File: src/rtl/vdp_io_port.sv
// vdp_io_port: Z80-facing I/O front end of the VDP.
// Decodes IORQ_L/RD_L/WR_L accesses to ports 0xBE (data) and 0xBF (control),
// owns the 14-bit address register, 2-bit code register and the read-ahead
// buffer, and issues VRAM, CRAM and VDP register writes plus VRAM prefetches.
// Optional build macro: VDP_IO_GG_CRAM_EN selects the Game Gear 12-bit
// palette path (two byte writes per CRAM entry); undefined gives SMS 6-bit CRAM.
module vdp_io_port #(
  parameter int unsigned READ_LAT    = 2,  // io_re to io_data_out valid, >= 1
  parameter int unsigned SYNC_STAGES = 2   // strobe synchronizer depth, >= 2
) (
  input  logic        clk_100,
  input  logic        rst_L,
  input  logic        IORQ_L,
  input  logic        RD_L,
  input  logic        WR_L,
  input  logic [7:0]  addr_bus,
  input  logic [7:0]  cpu_data_in,
  output logic [7:0]  cpu_data_out,
  output logic        cpu_data_oe,
  output logic [13:0] io_addr,
  output logic [7:0]  vram_wdata,
  output logic        io_we,
  output logic        io_re,
  input  logic [7:0]  io_data_out,
  output logic [4:0]  cram_addr,
  output logic [11:0] cram_wdata,
  output logic        cram_we,
  output logic [3:0]  reg_addr,
  output logic [7:0]  reg_data,
  output logic        reg_we,
  input  logic [7:0]  status_in,
  output logic        status_rd
);

  typedef enum logic [1:0] {
    S_IDLE,
    S_PREFETCH,
    S_WAIT
  } state_t;

  localparam int unsigned CNT_W = $clog2(READ_LAT + 1) + 1;

  // Strobe synchronizers
  logic [SYNC_STAGES-1:0] iorq_sync_q, iorq_sync_d;
  logic [SYNC_STAGES-1:0] rd_sync_q, rd_sync_d;
  logic [SYNC_STAGES-1:0] wr_sync_q, wr_sync_d;

  logic rd_act, wr_act;
  logic rd_act_q, rd_act_d;
  logic wr_act_q, wr_act_d;
  logic rd_rise, wr_rise, port_hit;

  // Event decoded from the bus this cycle
  logic       new_ev;
  logic       new_wr;
  logic       new_ctrl;
  logic [7:0] new_data;

  // Event being executed this cycle (fresh or replayed from the pending slot)
  logic       ev_valid;
  logic       ev_wr;
  logic       ev_ctrl;
  logic [7:0] ev_data;

  // Core state
  state_t      state_q, state_d;
  logic [CNT_W-1:0] cnt_q, cnt_d;
  logic [13:0] addr_q, addr_d;
  logic [1:0]  code_q, code_d;
  logic        flag_q, flag_d;
  logic [7:0]  rbuf_q, rbuf_d;

  // Pending slot
  logic       pend_valid_q, pend_valid_d;
  logic       pend_wr_q, pend_wr_d;
  logic       pend_ctrl_q, pend_ctrl_d;
  logic [7:0] pend_data_q, pend_data_d;

  // Registered outputs
  logic [7:0]  cpu_data_out_q, cpu_data_out_d;
  logic        cpu_data_oe_q, cpu_data_oe_d;
  logic [13:0] io_addr_q, io_addr_d;
  logic [7:0]  vram_wdata_q, vram_wdata_d;
  logic        io_we_q, io_we_d;
  logic [4:0]  cram_addr_q, cram_addr_d;
  logic [11:0] cram_wdata_q, cram_wdata_d;
  logic        cram_we_q, cram_we_d;
  logic [3:0]  reg_addr_q, reg_addr_d;
  logic [7:0]  reg_data_q, reg_data_d;
  logic        reg_we_q, reg_we_d;
  logic        status_rd_q, status_rd_d;

`ifdef VDP_IO_GG_CRAM_EN
  logic [7:0] cram_lo_q, cram_lo_d;
`endif

  // Address bits between the port-select fields are don't-care for decoding
  logic unused_addr_bits;
  assign unused_addr_bits = ^addr_bus[5:1];

  // Synchronizer shift and strobe edge detection
  always_comb begin
    iorq_sync_d = {iorq_sync_q[SYNC_STAGES-2:0], IORQ_L};
    rd_sync_d   = {rd_sync_q[SYNC_STAGES-2:0], RD_L};
    wr_sync_d   = {wr_sync_q[SYNC_STAGES-2:0], WR_L};
    rd_act      = ~iorq_sync_q[SYNC_STAGES-1] & ~rd_sync_q[SYNC_STAGES-1];
    wr_act      = ~iorq_sync_q[SYNC_STAGES-1] & ~wr_sync_q[SYNC_STAGES-1];
    rd_act_d    = rd_act;
    wr_act_d    = wr_act;
    rd_rise     = rd_act & ~rd_act_q;
    wr_rise     = wr_act & ~wr_act_q;
    port_hit    = (addr_bus[7:6] == 2'b10);
    new_ev      = port_hit & (rd_rise | wr_rise);
    new_wr      = wr_rise;
    new_ctrl    = addr_bus[0];
    new_data    = wr_rise ? cpu_data_in : status_in;
  end

  // Next-state: event dispatch, prefetch FSM and output pulses
  always_comb begin
    state_d        = state_q;
    cnt_d          = cnt_q;
    addr_d         = addr_q;
    code_d         = code_q;
    flag_d         = flag_q;
    rbuf_d         = rbuf_q;
    pend_valid_d   = pend_valid_q;
    pend_wr_d      = pend_wr_q;
    pend_ctrl_d    = pend_ctrl_q;
    pend_data_d    = pend_data_q;
    cpu_data_out_d = cpu_data_out_q;
    cpu_data_oe_d  = rd_act & port_hit;
    io_addr_d      = io_addr_q;
    vram_wdata_d   = vram_wdata_q;
    io_we_d        = 1'b0;
    cram_addr_d    = cram_addr_q;
    cram_wdata_d   = cram_wdata_q;
    cram_we_d      = 1'b0;
    reg_addr_d     = reg_addr_q;
    reg_data_d     = reg_data_q;
    reg_we_d       = 1'b0;
    status_rd_d    = 1'b0;
`ifdef VDP_IO_GG_CRAM_EN
    cram_lo_d      = cram_lo_q;
`endif
    ev_valid       = 1'b0;
    ev_wr          = 1'b0;
    ev_ctrl        = 1'b0;
    ev_data        = '0;

    // A replayed pending event runs first; a simultaneous fresh one takes the slot
    case (state_q)
      S_IDLE: begin
        if (pend_valid_q) begin
          ev_valid     = 1'b1;
          ev_wr        = pend_wr_q;
          ev_ctrl      = pend_ctrl_q;
          ev_data      = pend_data_q;
          pend_valid_d = new_ev;
          pend_wr_d    = new_wr;
          pend_ctrl_d  = new_ctrl;
          pend_data_d  = new_data;
        end else if (new_ev) begin
          ev_valid = 1'b1;
          ev_wr    = new_wr;
          ev_ctrl  = new_ctrl;
          ev_data  = new_data;
        end
      end
      S_PREFETCH: begin
        state_d = S_WAIT;
        cnt_d   = CNT_W'(1);
        if (new_ev && !pend_valid_q) begin
          pend_valid_d = 1'b1;
          pend_wr_d    = new_wr;
          pend_ctrl_d  = new_ctrl;
          pend_data_d  = new_data;
        end
      end
      S_WAIT: begin
        if (cnt_q == CNT_W'(READ_LAT)) begin
          rbuf_d  = io_data_out;
          addr_d  = addr_q + 14'd1;
          state_d = S_IDLE;
        end else begin
          cnt_d = cnt_q + CNT_W'(1);
        end
        if (new_ev && !pend_valid_q) begin
          pend_valid_d = 1'b1;
          pend_wr_d    = new_wr;
          pend_ctrl_d  = new_ctrl;
          pend_data_d  = new_data;
        end
      end
      default: state_d = S_IDLE;
    endcase

    if (ev_valid) begin
      flag_d = 1'b0;
      if (ev_wr && ev_ctrl) begin
        if (!flag_q) begin
          addr_d[7:0] = ev_data;
          flag_d      = 1'b1;
        end else begin
          addr_d[13:8] = ev_data[5:0];
          code_d       = ev_data[7:6];
          case (ev_data[7:6])
            2'd0: state_d = S_PREFETCH;
            2'd2: begin
              reg_we_d   = 1'b1;
              reg_addr_d = ev_data[3:0];
              reg_data_d = addr_q[7:0];
            end
            default: ;
          endcase
        end
      end else if (ev_wr) begin
        rbuf_d = ev_data;
        addr_d = addr_q + 14'd1;
        if (code_q == 2'd3) begin
`ifdef VDP_IO_GG_CRAM_EN
          if (!addr_q[0]) begin
            cram_lo_d = ev_data;
          end else begin
            cram_we_d    = 1'b1;
            cram_addr_d  = addr_q[5:1];
            cram_wdata_d = {ev_data[3:0], cram_lo_q};
          end
`else
          cram_we_d    = 1'b1;
          cram_addr_d  = addr_q[4:0];
          cram_wdata_d = {6'b0, ev_data[5:0]};
`endif
        end else begin
          io_we_d      = 1'b1;
          io_addr_d    = addr_q;
          vram_wdata_d = ev_data;
        end
      end else if (!ev_ctrl) begin
        cpu_data_out_d = rbuf_q;
        state_d        = S_PREFETCH;
      end else begin
        cpu_data_out_d = ev_data;
        status_rd_d    = 1'b1;
      end
    end

    // io_addr is loaded as PREFETCH is entered so it is stable while io_re is high
    if (state_d == S_PREFETCH) begin
      io_addr_d = addr_d;
    end
  end

  // State and output registers
  always_ff @(posedge clk_100 or negedge rst_L) begin
    if (!rst_L) begin
      iorq_sync_q    <= '1;
      rd_sync_q      <= '1;
      wr_sync_q      <= '1;
      rd_act_q       <= 1'b0;
      wr_act_q       <= 1'b0;
      state_q        <= S_IDLE;
      cnt_q          <= '0;
      addr_q         <= '0;
      code_q         <= '0;
      flag_q         <= 1'b0;
      rbuf_q         <= '0;
      pend_valid_q   <= 1'b0;
      pend_wr_q      <= 1'b0;
      pend_ctrl_q    <= 1'b0;
      pend_data_q    <= '0;
      cpu_data_out_q <= '0;
      cpu_data_oe_q  <= 1'b0;
      io_addr_q      <= '0;
      vram_wdata_q   <= '0;
      io_we_q        <= 1'b0;
      cram_addr_q    <= '0;
      cram_wdata_q   <= '0;
      cram_we_q      <= 1'b0;
      reg_addr_q     <= '0;
      reg_data_q     <= '0;
      reg_we_q       <= 1'b0;
      status_rd_q    <= 1'b0;
`ifdef VDP_IO_GG_CRAM_EN
      cram_lo_q      <= '0;
`endif
    end else begin
      iorq_sync_q    <= iorq_sync_d;
      rd_sync_q      <= rd_sync_d;
      wr_sync_q      <= wr_sync_d;
      rd_act_q       <= rd_act_d;
      wr_act_q       <= wr_act_d;
      state_q        <= state_d;
      cnt_q          <= cnt_d;
      addr_q         <= addr_d;
      code_q         <= code_d;
      flag_q         <= flag_d;
      rbuf_q         <= rbuf_d;
      pend_valid_q   <= pend_valid_d;
      pend_wr_q      <= pend_wr_d;
      pend_ctrl_q    <= pend_ctrl_d;
      pend_data_q    <= pend_data_d;
      cpu_data_out_q <= cpu_data_out_d;
      cpu_data_oe_q  <= cpu_data_oe_d;
      io_addr_q      <= io_addr_d;
      vram_wdata_q   <= vram_wdata_d;
      io_we_q        <= io_we_d;
      cram_addr_q    <= cram_addr_d;
      cram_wdata_q   <= cram_wdata_d;
      cram_we_q      <= cram_we_d;
      reg_addr_q     <= reg_addr_d;
      reg_data_q     <= reg_data_d;
      reg_we_q       <= reg_we_d;
      status_rd_q    <= status_rd_d;
`ifdef VDP_IO_GG_CRAM_EN
      cram_lo_q      <= cram_lo_d;
`endif
    end
  end

  assign cpu_data_out = cpu_data_out_q;
  assign cpu_data_oe  = cpu_data_oe_q;
  assign io_addr      = io_addr_q;
  assign vram_wdata   = vram_wdata_q;
  assign io_we        = io_we_q;
  assign io_re        = (state_q == S_PREFETCH);
  assign cram_addr    = cram_addr_q;
  assign cram_wdata   = cram_wdata_q;
  assign cram_we      = cram_we_q;
  assign reg_addr     = reg_addr_q;
  assign reg_data     = reg_data_q;
  assign reg_we       = reg_we_q;
  assign status_rd    = status_rd_q;

endmodule
File: config.mk
export PLATFORM = sky130hd
export DESIGN_NAME = vdp_io_port
export DESIGN_NICKNAME = d
export VERILOG_FILES = /design/src/rtl/vdp_io_port.sv
export SDC_FILE = /design/constraint.sdc
export NUM_CORES = 1
export LEC_CHECK = 0
export CORE_ASPECT_RATIO = 0.9
export CORE_UTILIZATION = 35
export DETAILED_ROUTE_END_ITERATION = 10
export GPL_TIMING_DRIVEN = 0
export PLACE_DENSITY = 0.67
export SETUP_SLACK_MARGIN = 0.2
export SLEW_MARGIN = 15
export SYNTH_ARGS = -nofsm -noshare
export SYNTH_HDL_FRONTEND = slang
export SYNTH_SLANG_ARGS = --single-unit
export TNS_END_PERCENT = 10
File: constraint.sdc
create_clock -name clk_100 -period 2.74 [get_ports clk_100]
set_input_delay 0.822 -clock clk_100 [delete_from_list [all_inputs] [get_ports clk_100]]
set_output_delay 0.822 -clock clk_100 [all_outputs]
set_load 0.05 [all_outputs]
== After elaboration in Yosys (flattened, before gate mapping) ==
Cells that the tools add are included.
W data, S select, Z words.

* Register bits: 107
* Bits in latches: 0
* Memory bits (writable): 0
* ROM bits: 0
* Input port bits: 37
* Output and inout bits: 65
* Word-level logic and storage cells: 146
* Memories kept: 0

* $add $sub $neg: 2
* $mul: 0
* Div/mod/pow operators: 0
* Magnitude comparators: 0
* Equality and inequality tests: 12
* Shift operators: 0
* Muxes and demuxes: 71
* Bitwise logic cells: 15
* Reductions and logical operators: 19

{| class="wikitable"
|+ Operator list
! cell !! number
|-
| $mux W14 || 10
|-
| $mux W8 || 13
|-
| $mux W1 || 33
|-
| $pmux W8 S2 || 1
|-
| $reduce_and A4 Y1 || 4
|-
| $add A14 B1 Y14 const B || 1
|-
| $mux W2 || 7
|-
| $reduce_and A3 Y1 || 3
|-
| $eq A2 B2 Y1 const B || 4
|-
| $not A1 Y1 || 8
|-
| $reduce_bool A2 Y1 || 4
|-
| $and A1 B1 Y1 || 6
|-
| $mux W6 || 1
|-
| $ne A2 B1 Y1 const B || 3
|-
| $pmux W1 S2 || 3
|-
| $pmux W2 S3 || 1
|-
| $pmux W3 S2 || 1
|-
| $eq A2 B1 Y1 const B || 2
|-
| $logic_not A2 Y1 || 2
|-
| $ne A2 B2 Y1 const B || 2
|-
| $reduce_and A2 Y1 || 2
|-
| $add A3 B1 Y3 const B || 1
|-
| $eq A3 B2 Y1 const B || 1
|-
| $mux W3 || 1
|-
| 4 further kinds || 5
|}

== Depth between registers and ports, before layout ==
* Word-level depth: 16
* Gate-level depth with buffers: 11
* Mapped depth without buffers: 8

== Worst setup path after synthesis ==
OpenSTA, ideal clock, no wires.

* Path type: input to register
* Start: input addr_bus[6]
* End: register io_addr_q[10], in the netlist io_addr[10]
* Library setup time: 0.125 ns
* Data arrival time: 2.560 ns
* Data required time: 2.615 ns
* Path slack: 0.055 ns
* Stages on the path: 7
* Path buffers: 1
* Path through: nor3b_2 nand3_2 o21ai_4 nand2_4 a311oi_4 buf_6 mux2_4

* Longest elaborated chain between the ends: 13
* Elaborated cells on any way between the ends: 33
* Classes of those cells: eq/ne (4); mux (23); bitwise (1); reduce/logical (5)

{| class="wikitable"
|+ Ends and longest elaborated chain
! what !! RTL line !! RTL
|-
| start, declared || 16 || <nowiki>input logic [7:0] addr_bus,</nowiki>
|-
| $eq A2 B2 Y1 (*) || 112 || <nowiki>port_hit = (addr_bus[7:6] == 2'b10);</nowiki>
|-
| $and A1 B1 Y1 (*) || 113 || <nowiki>new_ev = port_hit & (rd_rise | wr_rise);</nowiki>
|-
| $mux W8 || 163 || <nowiki>end else if (new_ev) begin</nowiki>
|-
| $mux W8 || 154 || <nowiki>if (pend_valid_q) begin</nowiki>
|-
| $mux W8 || 152 || <nowiki>case (state_q)</nowiki>
|-
| $logic_not A2 Y1 || 207 || <nowiki>case (ev_data[7:6])</nowiki>
|-
| $mux W2 || 207 ||
|-
| $mux W2 || 201 || <nowiki>if (!flag_q) begin</nowiki>
|-
| $mux W2 || 200 || <nowiki>if (ev_wr && ev_ctrl) begin</nowiki>
|-
| $mux W2 || 198 || <nowiki>if (ev_valid) begin</nowiki>
|-
| $eq A2 B1 Y1 || 249 || <nowiki>if (state_d == S_PREFETCH) begin</nowiki>
|-
| $ne A2 B1 Y1 (no source line) / $reduce_bool A2 Y1 (equally long branches) || -- ||
|-
| $reduce_and A4 Y1 (no source line) || -- ||
|-
| end signal, assigned || 305 || <nowiki>io_addr_q <= io_addr_d;</nowiki>
|-
| end, declared || 82 || <nowiki>logic [13:0] io_addr_q, io_addr_d;</nowiki>
|}

Mark *: on every way between the ends. The rest lies on a longest branch, timed or not.
A chain may end at the register's enable or synchronous reset.

== Final worst setup path ==
* Start: register state_q[0]
* End: register io_addr_q[6], in the netlist io_addr[6]

* Elaborated cells on any way between the ends: 29
* Classes of those cells: eq/ne (5); mux (18); reduce/logical (6)

{| class="wikitable"
|+ RTL lines
! what !! RTL line !! RTL
|-
| start, declared || 66 || <nowiki>state_t state_q, state_d;</nowiki>
|-
| start signal, assigned || 293 || <nowiki>state_q <= state_d;</nowiki>
|-
| $eq A2 B2 Y1 / $logic_not A2 Y1 (equally long branches) || 152 ||
|-
| $mux W14 (tied with other cells) || 152 ||
|-
| $mux W14 (tied with other cells) || 217 || <nowiki>end else if (ev_wr) begin</nowiki>
|-
| $mux W14 || 200 ||
|-
| $mux W14 (*) || 198 ||
|-
| via addr_d[6] || 68 || <nowiki>logic [13:0] addr_q, addr_d;</nowiki>
|-
| $mux W14 (*) || 249 ||
|}

Mark *: on every way through the listed nets, which the timed path passes. The rest lies on a longest branch.

==> flow_summary.ini <==
[cells_and_area]
final_cell_mix = 99 x dfrtp_1, 85 x clkdlybuf4s50_1, 79 x nand2_1
stdcell_count = 874
utilization = 0.488
fill_cells = 1418
drive_above_1_share = 0.260
fin_nets = 711
syn_to_final_growth_pct = 35.9
n_antenna_cell = 0
final_common_cell = dfrtp_1

[power]
p_total_uw = 6150
leakagePower_uw = 0.00334
ir_worst_vdd_v = 0.000476
p_per_area_nw_per_um2 = 819

[sta]
period_needed_ns = 2.55
hold_slack_ns = 0.357
setup_tns_ns = 0
clock_skew_ns = 0.00791
fmax_ghz = 0.393
tightestPinTransition_ns = 0.597
finalSetupViolCount = 0
slew_headroom = 0.602
rsz0062_at_grt = yes
period_share = 0.929
slew_violations = 0
hold_viol = 0

[detailed_routing]
viasPerCell = 5.16
dr.first_iter.drc_count = 319
antenna_left = 0
routedWlPerCell_um = 17.3
drc = 0
dr.pass1.iters = 4
wl_mm = 15.1
vias = 4506

[floorplan]
ios = 102
die_area_um2 = 16300
start_util = 0.359
die_h_um = 121
core_area_um2 = 15400
die_w_um = 134
rows = 43

[logic_synthesis]
synthArstFlopShare = 1.00
yosysUniqueCellTypes = 73
ys_seq_area_frac = 0.486
syn_area_um2 = 5520
avgSynthCellArea_um2 = 10.6
synth_enable_flop_cells = 0
syn_inst = 520
yosys_register_bits = 107
yosysWarnings = 0
ys.flop_type = dfrtp_1

[placement]
hpwl_mm = 10.7
place_congestion = 0.857
dp.cells = 818
port-buffer-count = 90

[clocking]
cts_buffers = 9
holdBufCountCts = 0
clk_pin_slew_worst_paths_ns = 0.07
cts_tree = built
numClockSinks = 107
cts-root-buf = clkbuf_16
htreeDepth = 3
clock_latency_ns = 0.36
clk_path_buf_depth = 2

[grt]
grt_overflow = 0
antenna_found_initial = 0
grt_pass1_vias = 4313
track_usage = 0.190
grt_max_degree = 65
grt_first_pass_wirelength_mm = 23.4

[hold_path]
hold_path.class = reg2reg

[setup_path]
path_buf_inv = 2
start_kind = flip-flop
crit_slowest_cell = or4_4
crit_path_end_kind = flip-flop
cpLargestDelayFamily = simple AND/OR/NAND/NOR gates
slowest_delay_ns = 0.57
crit_chain = inv_1, ha_2, and3b_1, buf_4, a211oi_4, or3_4, a21oi_1, or4_4, mux2_4
cp.arrival_ns = 2.79
cp_max_fo = 9
required_ns = 2.98
crit_type = reg2reg

[run_status]
status = finished clean

[run]
drv_cap = 0
==> cells in the mapped netlist (all sizes together), types with 4 or more instances <==
cell type | instances | share of area
dfrtp | 101 | 0.46
nand2 | 80 | 0.056
mux2 | 51 | 0.11
o21ai | 42 | 0.040
nor2 | 26 | 0.019
buf | 20 | 0.024
mux2i | 19 | 0.035
a21oi | 16 | 0.017
clkbuf | 16 | 0.011
nand3 | 16 | 0.015
inv | 14 | 0.0095
nor3 | 13 | 0.017
a31oi | 7 | 0.0079
ha | 7 | 0.016
dfstp | 6 | 0.029
xnor2 | 6 | 0.0095
xor2 | 6 | 0.0095
nand2b | 5 | 0.0057
nor4 | 5 | 0.0057
nand4 | 4 | 0.0045
==> state kept, by name, indices dropped and copies added, names as in the netlist, 3 cells and up <==
signal,count
rbuf_q,8
reg_data,8
pend_data_q,8
addr_q,14
cnt_q,3
reg_addr,4
cpu_data_out,8
cram_wdata,6
io_addr,14
cram_addr,5
vram_wdata,8
==> where the power goes <==
part	switching (uW)	internal [uW]	total (uW)
combinational	1520	1020	2540
sequential	271	1940	2210
clock	568	828	1400
total	2360	3790	6150
==> cell type report <==
type	instances	area, um^2	share of cell area
clock inverter	4	73.8	0.00984
clock buffer	12	246	0.0328
buffer	36	216	0.0288
tap	202	253	0.0337
sequential	107	2690	0.358
inverter	14	52.6	0.00700
multi-input combinational	368	2730	0.364
timing repair buffer	131	1240	0.166
==> stage by stage <==
step                      setup slack, ns  instance area, um^2
after floorplan                     0.157                 5560
after global placement              -3.09                 6710
after detailed placement           -0.806                 6740
after CTS                          0.0154                 7260
after global routing                0.144                 7500
final                               0.194                 7500
==> metal layers <==
layer | global-route usage | vias to the layer above | share of wire
met3 | 0.0284 | 21 | 0.062
met4 | 0.0758 | 0 | 0.022
met5 | 0 | - | 0
met2 | 0.290 | 152 | 0.46
met1 | 0.270 | 2201 | 0.46
li1 | - | 2132 | -
==> kinds of logic after synthesis <==
kind of cell / share of synthesized area
buf+inv: 0.0444
mux: 0.145
other cells: 0.000679
flops: 0.486
xor+xnor: 0.0190
fa+ha+maj: 0.0159
compound gates: 0.138
simple gates: 0.151
==> repair_timing <==
| item | 4_1_cts | 5_1_grt |
|---|---|---|
| gates resized for setup | 25 | 35 |
| setup endpoints to repair | 86 | 58 |
| cloned | 1 | 0 |
| pin swaps | 6 | 13 |
| buffers inserted | 19 | 20 |
==> worst paths after layout <==
| kind | slack (ns) | to | from | cells after the start |
|---|---|---|---|---|
| worst max-delay path | 0.19 | io_addr[6] | state_q[0] | 9 |
| worst min-delay path | 0.36 | wr_sync_q[1] | wr_sync_q[0] | 0 |
| worst max register to register | 0.19 | io_addr[6] | state_q[0] | 9 |
| worst min register to register | 0.36 | wr_sync_q[1] | wr_sync_q[0] | 0 |
| max in group asynchronous | 1.70 | addr_q[0] | rst_L | 2 |
| min in group asynchronous | 0.38 | cram_addr[3] | rst_L | 1 |
Power figures use the tool's default switching activity.
